--- config.mk ---
export PLATFORM = sky130hd
export DESIGN_NAME = pipeline_hazard_ctrl_flat
export DESIGN_NICKNAME = d
export VERILOG_FILES = /design/src/rtl/pipeline_hazard_ctrl_if.sv /design/src/rtl/pipeline_hazard_ctrl.sv /design/src/flat_wrapper.sv
export SDC_FILE = /design/constraint.sdc
export NUM_CORES = 1
export LEC_CHECK = 0
export BUFFER_PORTS_ARGS = -buffer_cell sky130_fd_sc_hd__buf_2
export CORE_UTILIZATION = 40
export CTS_CLUSTER_SIZE = 24
export DETAILED_ROUTE_END_ITERATION = 8
export HOLD_SLACK_MARGIN = 0.12
export SYNTH_ARGS = -nofsm -noshare
export SYNTH_HDL_FRONTEND = slang
export SYNTH_SLANG_ARGS = --single-unit
--- constraint.sdc ---
create_clock -name clk -period 2.8 [get_ports clk]
set_input_delay 0.56 -clock clk [delete_from_list [all_inputs] [get_ports clk]]
set_output_delay 0.56 -clock clk [all_outputs]
set_load 0.005 [all_outputs]
--- src/rtl/pipeline_hazard_ctrl_if.sv ---
`default_nettype none
// ============================================================================
// pipeline_hazard_ctrl_if : hazard/match inputs and stall/flush/forward outputs
// Rev 1.0
// ============================================================================
interface pipeline_hazard_ctrl_if #(
    parameter int CNT_W = 16
);
    logic             Match_1E_M;
    logic             Match_1E_W;
    logic             Match_2E_M;
    logic             Match_2E_W;
    logic             Match_12D_E;
    logic             RegWriteM;
    logic             RegWriteW;
    logic             MemtoRegE;
    logic             PCSrcD;
    logic             PCSrcE;
    logic             PCSrcM;
    logic             PCSrcW;
    logic             BranchTakenE;
    logic             MemReqM;
    logic             MemReady;
    logic [1:0]       ForwardAE;
    logic [1:0]       ForwardBE;
    logic             StallF;
    logic             StallD;
    logic             FlushD;
    logic             FlushE;
    logic             EnM;
    logic             EnW;
    logic             MemFault;
    logic [CNT_W-1:0] StallCount;

    // master = pipeline datapath side, slave = hazard controller
    modport master (
        output Match_1E_M, Match_1E_W, Match_2E_M, Match_2E_W, Match_12D_E,
               RegWriteM, RegWriteW, MemtoRegE,
               PCSrcD, PCSrcE, PCSrcM, PCSrcW, BranchTakenE, MemReqM, MemReady,
        input  ForwardAE, ForwardBE, StallF, StallD, FlushD, FlushE,
               EnM, EnW, MemFault, StallCount
    );

    modport slave (
        input  Match_1E_M, Match_1E_W, Match_2E_M, Match_2E_W, Match_12D_E,
               RegWriteM, RegWriteW, MemtoRegE,
               PCSrcD, PCSrcE, PCSrcM, PCSrcW, BranchTakenE, MemReqM, MemReady,
        output ForwardAE, ForwardBE, StallF, StallD, FlushD, FlushE,
               EnM, EnW, MemFault, StallCount
    );
endinterface
`default_nettype wire

--- src/rtl/pipeline_hazard_ctrl.sv ---
`default_nettype none
// ============================================================================
// pipeline_hazard_ctrl : 5-stage hazard, forwarding and memory-freeze control
// Rev 1.0
// ============================================================================
module pipeline_hazard_ctrl #(
    parameter int MEM_TIMEOUT = 16,
    parameter int CNT_W       = 16
) (
    input  wire logic             clk,
    input  wire logic             reset,
    pipeline_hazard_ctrl_if.slave hz
);
    typedef enum logic [1:0] {
        ST_RUN   = 2'd0,
        ST_MWAIT = 2'd1,
        ST_FAULT = 2'd2
    } state_t;

    localparam logic [15:0]      c_WAIT_LAST = 16'(MEM_TIMEOUT - 1);
    localparam logic [CNT_W-1:0] c_CNT_MAX   = '1;

    state_t           state_q;
    logic [15:0]      wait_q;
    logic [CNT_W-1:0] stall_cnt_q;

    logic [1:0] w_fwd_a;
    logic [1:0] w_fwd_b;
    logic       w_ldr;
    logic       w_pcwp;
    logic       w_freeze;
    logic       w_stall_f;
    logic       w_stall_d;
    logic       w_flush_d;
    logic       w_flush_e;
    logic       w_en;

    always_comb begin
        w_fwd_a = 2'b00;
        if (hz.Match_1E_M && hz.RegWriteM)      w_fwd_a = 2'b10;
        else if (hz.Match_1E_W && hz.RegWriteW) w_fwd_a = 2'b01;

        w_fwd_b = 2'b00;
        if (hz.Match_2E_M && hz.RegWriteM)      w_fwd_b = 2'b10;
        else if (hz.Match_2E_W && hz.RegWriteW) w_fwd_b = 2'b01;

        w_ldr  = hz.Match_12D_E && hz.MemtoRegE;
        w_pcwp = hz.PCSrcD || hz.PCSrcE || hz.PCSrcM;

        // MemReady in MWAIT releases the freeze in the completing cycle itself
        w_freeze = (state_q == ST_FAULT) ||
                   (!hz.MemReady && ((state_q == ST_MWAIT) || hz.MemReqM));

        if (w_freeze) begin
            w_stall_f = 1'b1;
            w_stall_d = 1'b1;
            w_flush_d = 1'b0;
            w_flush_e = 1'b0;
            w_en      = 1'b0;
        end else begin
            w_stall_f = w_ldr || w_pcwp;
            w_stall_d = w_ldr;
            w_flush_d = w_pcwp || hz.PCSrcW || hz.BranchTakenE;
            w_flush_e = w_ldr || hz.BranchTakenE;
            w_en      = 1'b1;
        end
    end

    assign hz.ForwardAE  = w_fwd_a;
    assign hz.ForwardBE  = w_fwd_b;
    assign hz.StallF     = w_stall_f;
    assign hz.StallD     = w_stall_d;
    assign hz.FlushD     = w_flush_d;
    assign hz.FlushE     = w_flush_e;
    assign hz.EnM        = w_en;
    assign hz.EnW        = w_en;
    assign hz.MemFault   = (state_q == ST_FAULT);
    assign hz.StallCount = stall_cnt_q;

    always_ff @(posedge clk or negedge reset) begin
        if (!reset) begin
            state_q     <= ST_RUN;
            wait_q      <= 16'd0;
            stall_cnt_q <= '0;
        end else begin
            case (state_q)
                ST_RUN: begin
                    if (hz.MemReqM && !hz.MemReady) begin
                        state_q <= ST_MWAIT;
                        wait_q  <= 16'd1;
                    end
                end
                ST_MWAIT: begin
                    if (hz.MemReady)                state_q <= ST_RUN;
                    else if (wait_q == c_WAIT_LAST) state_q <= ST_FAULT;
                    else                            wait_q  <= wait_q + 16'd1;
                end
                ST_FAULT: state_q <= ST_FAULT;
                default:  state_q <= ST_FAULT;
            endcase

            if (w_stall_f && (stall_cnt_q != c_CNT_MAX))
                stall_cnt_q <= stall_cnt_q + 1'b1;
        end
    end
endmodule
`default_nettype wire

--- src/flat_wrapper.sv ---
// flat-port wrapper written by rule: the top's interface ports become plain ports
module pipeline_hazard_ctrl_flat 
#(
    parameter int MEM_TIMEOUT = 16,
    parameter int CNT_W       = 16
)
  (clk, reset, hz_Match_1E_M, hz_Match_1E_W, hz_Match_2E_M, hz_Match_2E_W, hz_Match_12D_E, hz_RegWriteM, hz_RegWriteW, hz_MemtoRegE, hz_PCSrcD, hz_PCSrcE, hz_PCSrcM, hz_PCSrcW, hz_BranchTakenE, hz_MemReqM, hz_MemReady, hz_ForwardAE, hz_ForwardBE, hz_StallF, hz_StallD, hz_FlushD, hz_FlushE, hz_EnM, hz_EnW, hz_MemFault, hz_StallCount);
  pipeline_hazard_ctrl_if #(.CNT_W(CNT_W)) hz_i ();
  input  wire logic clk;
  input  wire logic reset;
  input wire logic [$bits(hz_i.Match_1E_M)-1:0] hz_Match_1E_M;
  input wire logic [$bits(hz_i.Match_1E_W)-1:0] hz_Match_1E_W;
  input wire logic [$bits(hz_i.Match_2E_M)-1:0] hz_Match_2E_M;
  input wire logic [$bits(hz_i.Match_2E_W)-1:0] hz_Match_2E_W;
  input wire logic [$bits(hz_i.Match_12D_E)-1:0] hz_Match_12D_E;
  input wire logic [$bits(hz_i.RegWriteM)-1:0] hz_RegWriteM;
  input wire logic [$bits(hz_i.RegWriteW)-1:0] hz_RegWriteW;
  input wire logic [$bits(hz_i.MemtoRegE)-1:0] hz_MemtoRegE;
  input wire logic [$bits(hz_i.PCSrcD)-1:0] hz_PCSrcD;
  input wire logic [$bits(hz_i.PCSrcE)-1:0] hz_PCSrcE;
  input wire logic [$bits(hz_i.PCSrcM)-1:0] hz_PCSrcM;
  input wire logic [$bits(hz_i.PCSrcW)-1:0] hz_PCSrcW;
  input wire logic [$bits(hz_i.BranchTakenE)-1:0] hz_BranchTakenE;
  input wire logic [$bits(hz_i.MemReqM)-1:0] hz_MemReqM;
  input wire logic [$bits(hz_i.MemReady)-1:0] hz_MemReady;
  output wire logic [$bits(hz_i.ForwardAE)-1:0] hz_ForwardAE;
  output wire logic [$bits(hz_i.ForwardBE)-1:0] hz_ForwardBE;
  output wire logic [$bits(hz_i.StallF)-1:0] hz_StallF;
  output wire logic [$bits(hz_i.StallD)-1:0] hz_StallD;
  output wire logic [$bits(hz_i.FlushD)-1:0] hz_FlushD;
  output wire logic [$bits(hz_i.FlushE)-1:0] hz_FlushE;
  output wire logic [$bits(hz_i.EnM)-1:0] hz_EnM;
  output wire logic [$bits(hz_i.EnW)-1:0] hz_EnW;
  output wire logic [$bits(hz_i.MemFault)-1:0] hz_MemFault;
  output wire logic [$bits(hz_i.StallCount)-1:0] hz_StallCount;
  assign hz_i.Match_1E_M = hz_Match_1E_M;
  assign hz_i.Match_1E_W = hz_Match_1E_W;
  assign hz_i.Match_2E_M = hz_Match_2E_M;
  assign hz_i.Match_2E_W = hz_Match_2E_W;
  assign hz_i.Match_12D_E = hz_Match_12D_E;
  assign hz_i.RegWriteM = hz_RegWriteM;
  assign hz_i.RegWriteW = hz_RegWriteW;
  assign hz_i.MemtoRegE = hz_MemtoRegE;
  assign hz_i.PCSrcD = hz_PCSrcD;
  assign hz_i.PCSrcE = hz_PCSrcE;
  assign hz_i.PCSrcM = hz_PCSrcM;
  assign hz_i.PCSrcW = hz_PCSrcW;
  assign hz_i.BranchTakenE = hz_BranchTakenE;
  assign hz_i.MemReqM = hz_MemReqM;
  assign hz_i.MemReady = hz_MemReady;
  assign hz_ForwardAE = hz_i.ForwardAE;
  assign hz_ForwardBE = hz_i.ForwardBE;
  assign hz_StallF = hz_i.StallF;
  assign hz_StallD = hz_i.StallD;
  assign hz_FlushD = hz_i.FlushD;
  assign hz_FlushE = hz_i.FlushE;
  assign hz_EnM = hz_i.EnM;
  assign hz_EnW = hz_i.EnW;
  assign hz_MemFault = hz_i.MemFault;
  assign hz_StallCount = hz_i.StallCount;
  pipeline_hazard_ctrl #(.MEM_TIMEOUT(MEM_TIMEOUT), .CNT_W(CNT_W)) u_core (.clk(clk), .reset(reset), .hz(hz_i));
endmodule
# Yosys cells after proc, flatten, opt, wreduce, memory -nomap -nowiden
# Cells that the tools add are included.
[totals] regBits=34 in_bits=17 output_inout_bits=27 word_cells=51
[classes] addsub=2 n_eq_ne=8 n_mux=17 n_reduce_logical=21
[ops] op="$mux 16" count=3
[ops] op="$add 16x1->16 const B" count=2
[ops] op="$pmux 16 s2" count=1
[ops] op="$eq 16x4->1 const B" count=1
[ops] op="$ne 16x16->1 const B" count=1
[ops] op="$mux 2" count=5
[ops] op="$logic_and 1x1->1" count=8
[ops] op="$logic_or 1x1->1" count=8
[ops] op="$mux 1" count=7
[ops] op="$ne 2x2->1 const B" count=2
[ops] op="$pmux 2 s2" count=1
[ops] op="$reduce_and 4->1" count=1
[ops] op="$ne 3x3->1 const B" count=1
[ops] op="$eq 2x1->1 const B" count=1
[ops] op="$eq 2x2->1 const B" count=1
[ops] op="$logic_not 2->1" count=1
[ops] op="$ne 2x1->1 const B" count=1
[ops] op="$reduce_and 2->1" count=1
[ops] op="$reduce_bool 2->1" count=1
[ops] op="$logic_not 1->1" count=1

# Depth between registers and ports, before layout
[logic_depth] word_depth=6 mapped_depth=8

# Worst setup path before layout
# No wires, ideal clock.
[synth_path] kind="input-to-output" start="input port hz_MemReady" end="output port hz_StallF" arrival_time_ns=1.330 path_slack_ns=0.910 cell_stages=4 n_path_buf=0 path_cell_list="or3b_4 > o211ai_2 > inv_1 > nand3_1"
[synth_between] elab_chain_cells=4
[synth_lines] element="start, declared" line="flat_wrapper.sv:25" rtl="input wire logic [$bits(hz_i.MemReady)-1:0] hz_MemReady;"
[synth_lines] element="$logic_not 1->1" line="pipeline_hazard_ctrl.sv:52" rtl="(!hz.MemReady && ((state_q == ST_MWAIT) || hz.MemReqM));"
[synth_lines] element="$logic_and 1x1->1" line="pipeline_hazard_ctrl.sv:52"
[synth_lines] element="$logic_or 1x1->1" line="pipeline_hazard_ctrl.sv:51" rtl="w_freeze = (state_q == ST_FAULT) ||"
[synth_lines] element="$mux 1" line="pipeline_hazard_ctrl.sv:54" rtl="if (w_freeze) begin"
[synth_lines] element="end, declared" line="flat_wrapper.sv:28" rtl="output wire logic [$bits(hz_i.StallF)-1:0] hz_StallF;"
# Every way passes these cells.

# Worst setup path after layout
[layout_path] start="register u_core.state_q[1]" end="output port hz_StallF"
[layout_between] elab_chain_cells=5
[layout_lines] element="start, declared" line="pipeline_hazard_ctrl.sv:23" rtl="state_t state_q;"
[layout_lines] element="start signal, assigned" line="pipeline_hazard_ctrl.sv:82" rtl="state_q <= ST_RUN;"
[layout_lines] element="start signal, assigned" line="pipeline_hazard_ctrl.sv:89" rtl="state_q <= ST_MWAIT;"
[layout_lines] element="start signal, assigned" line="pipeline_hazard_ctrl.sv:94" rtl="if (hz.MemReady) state_q <= ST_RUN;"
[layout_lines] element="$eq 2x1->1" line="pipeline_hazard_ctrl.sv:52"
[layout_lines] element="$logic_or 1x1->1" line="pipeline_hazard_ctrl.sv:52"
[layout_lines] element="$logic_and 1x1->1" line="pipeline_hazard_ctrl.sv:52"
[layout_lines] element="$logic_or 1x1->1 *" line="pipeline_hazard_ctrl.sv:51"
[layout_lines] element="$mux 1 *" line="pipeline_hazard_ctrl.sv:54"
# Mark *: on every way between the ends. The rest lies on a longest branch, timed or not.

==> metrics <==
static leakage 1.08 nW; Area Overhead vs Synth 21.1%; setup TNS 0 ns; CTS tree done; Mean Syn Cell Area 9.29 um2; # IOs 44; clock latency on the worst-skew pair 0.29 ns; Ant. Diodes 0; PortBufs 43; core area 4440 um2; maximum vdd drop 0.449 mV; via/cell ratio 5.52; crit-path max cell delay 0.43 ns; Die Ht 70.5 um; failing checks design-rule violations; Worst-Margin Slew 0.770 ns; Detailed Place HPWL 2890 um; unrepaired setup endpoints after global routing false; synthesized area 1880 um2; flop and latch count out of synthesis 34; post-synthesis sequential area ratio 0.453; layout cells sized above 1 0.254; Worst setup EP type primary output; Slew Limit Fails 0; Routed WL 4130 um; status complete, but fails checks; first-pass GRT wire length 7020 um; Row Count 24; critical-path cell list or3b_4 > o211ai_2 > inv_1 > nand3_1 > buf_2; total track usage 0.182; CP Data Required Time 2.24 ns; htree depth 2; Mapped Cells 202; Tightest Hold Check Type in2async; Final Wtd Congestion 0.753; CP top delay family simple AND/OR/NAND/NOR gates; remaining global-route overflow 0; Max stage delay cell, worst path dfrtp_1; PwrDens 679 nW/um2; critical path type reg2out; clock sinks 34; Util after Layout 0.511; Crit path buffers/inverters 2; max cap viols 0; DRT iter0 DRCs 178; via count 1657; Layout Cells excl Fill 300; Final min period 2.25 ns; filler cell count 440; DIE WIDTH 70.5 um; most common cell after layout, fill and taps aside buf_2; DRC Markers 12; Final Net Count 266; yosys warns 0; clk slew on worst S/H paths 0.08 ns; most frequent cells in the layout buf_2, dfrtp_1, nor2_1; antenna violations before repair 0; largest net degree at the start of global routing 35; cts-stage hold buffer count 0; period utilization 0.802; Fmax 445 MHz; Max-slew headroom 0.487; first-pass detailed-route iteration total 6; number of global-route vias before repair 1494; Critical Path AT 1.69 ns; startpoint types register; placed insts 292; Clock Tree Buf Depth 2; initial core utilization 0.422; DIE AREA 4970 um2; Tot Pwr 1.54 mW; CTS Buf Count 5; crit-path max FO 6; Post-CTS Repair Setup Buffers 0; Antenna Nets Post-Route 0; Setup Viol. Count Final 0; Fin. Hold Viols 0; Mapped Nets 221; number of instances resized during post-cts repair 0; CTS Root Cell clkbuf_8; mean routed wirelength per cell 13.8 um; clk_skew 0.00765 ns; hold slack 0.343 ns; Distinct cells, synth 44
sequential cells by signal (all words and copies together) (netlist names):
| signal | cells |
|---|---|
| u_core.wait_q | 16 |
| u_core.state_q | 2 |
| u_core.hz.StallCount | 16 |
final timing paths:
path	from	to	slack [ns]	cells past startpoint
max	u_core.state_q[1]$_DFFE_PN0P_	hz_StallF	0.55	5
max in group asynchronous	reset	u_core.wait_q[8]$_DFFE_PN0P_	1.97	1
max reg2reg	u_core.wait_q[12]$_DFFE_PN0P_	u_core.wait_q[4]$_DFFE_PN0P_	0.72	6
min reg2reg	u_core.hz.StallCount[9]$_DFFE_PN0P_	u_core.hz.StallCount[9]$_DFFE_PN0P_	0.50	1
min in group clk	u_core.hz.StallCount[9]$_DFFE_PN0P_	u_core.hz.StallCount[9]$_DFFE_PN0P_	0.50	1
min	reset	u_core.wait_q[4]$_DFFE_PN0P_	0.34	1
routing by layer:
layer / up-vias / routed length, um / track usage
li1: 825 / - / -
met1: 765 / 2040 / 0.255
met2: 60 / 1770 / 0.273
met3: 7 / 264 / 0.0491
met4: 0 / 54 / 0.0612
met5: - / 0 / 0
stage by stage:
step | worst slack, ns | area (um2)
6_report | 0.555 | 2270
5_1_grt | 0.433 | 2270
4_1_cts | 0.544 | 2270
3_5_place_dp | 0.597 | 2130
3_3_place_gp | 0.620 | 2130
2_1_floorplan | 0.910 | 1880
area by class of cell:
class / count / area [um2] / area share
well taps: 52 / 65.1 / 0.0286
clock inverters: 2 / 60.1 / 0.0264
multi-input cells: 154 / 957 / 0.421
clock buffers: 6 / 82.6 / 0.0363
flip-flops and latches: 34 / 851 / 0.374
repair buffers: 45 / 230 / 0.101
inverters: 7 / 26.3 / 0.0116
cell families after synthesis:
group	Yosys count	share of synthesized area
AOI/OAI and AO/OA	43	0.155
xor gates and xnor gates	15	0.0700
adders and majority gates	2	0.0133
buffers and inverters	14	0.0367
DFF	34	0.453
muxes	1	0.00600
and+or+nand+nor	93	0.265
Yosys cell counts (all sizes together):
cell type	number	area [um2]
clkbuf	3	11.3
ha	2	25.0
a22o	1	8.76
xnor2	5	43.8
o41ai	2	25.0
buf	4	31.3
a21oi	8	40.0
or3	2	12.5
nor4	6	65.1
and3	4	25.0
nand3	12	60.1
o21a	1	7.51
nor2	22	82.6
or3b	1	11.3
o41a	1	12.5
nor4b	1	8.76
o31ai	4	30.0
inv	7	26.3
nand4	9	56.3
nor2b	2	12.5
a41o	1	10.0
and2	4	25.0
a31oi	6	37.5
dfrtp	34	851
xor2	10	87.6
nand2	20	75.1
and4	3	26.3
o221ai	1	8.76
nor3	5	25.0
o21ai	14	70.1
nand2b	2	12.5
a41oi	1	8.76
o22ai	1	12.5
mux2	1	11.3
o211ai	1	12.5
o21bai	1	7.51
report_power, final:
group | internal (mW) | switching (mW)
registers | 0.572 | 0.0957
clock network | 0.380 | 0.185
logic | 0.151 | 0.160
total | 1.10 | 0.441
(Power assumes the default switching activity.)
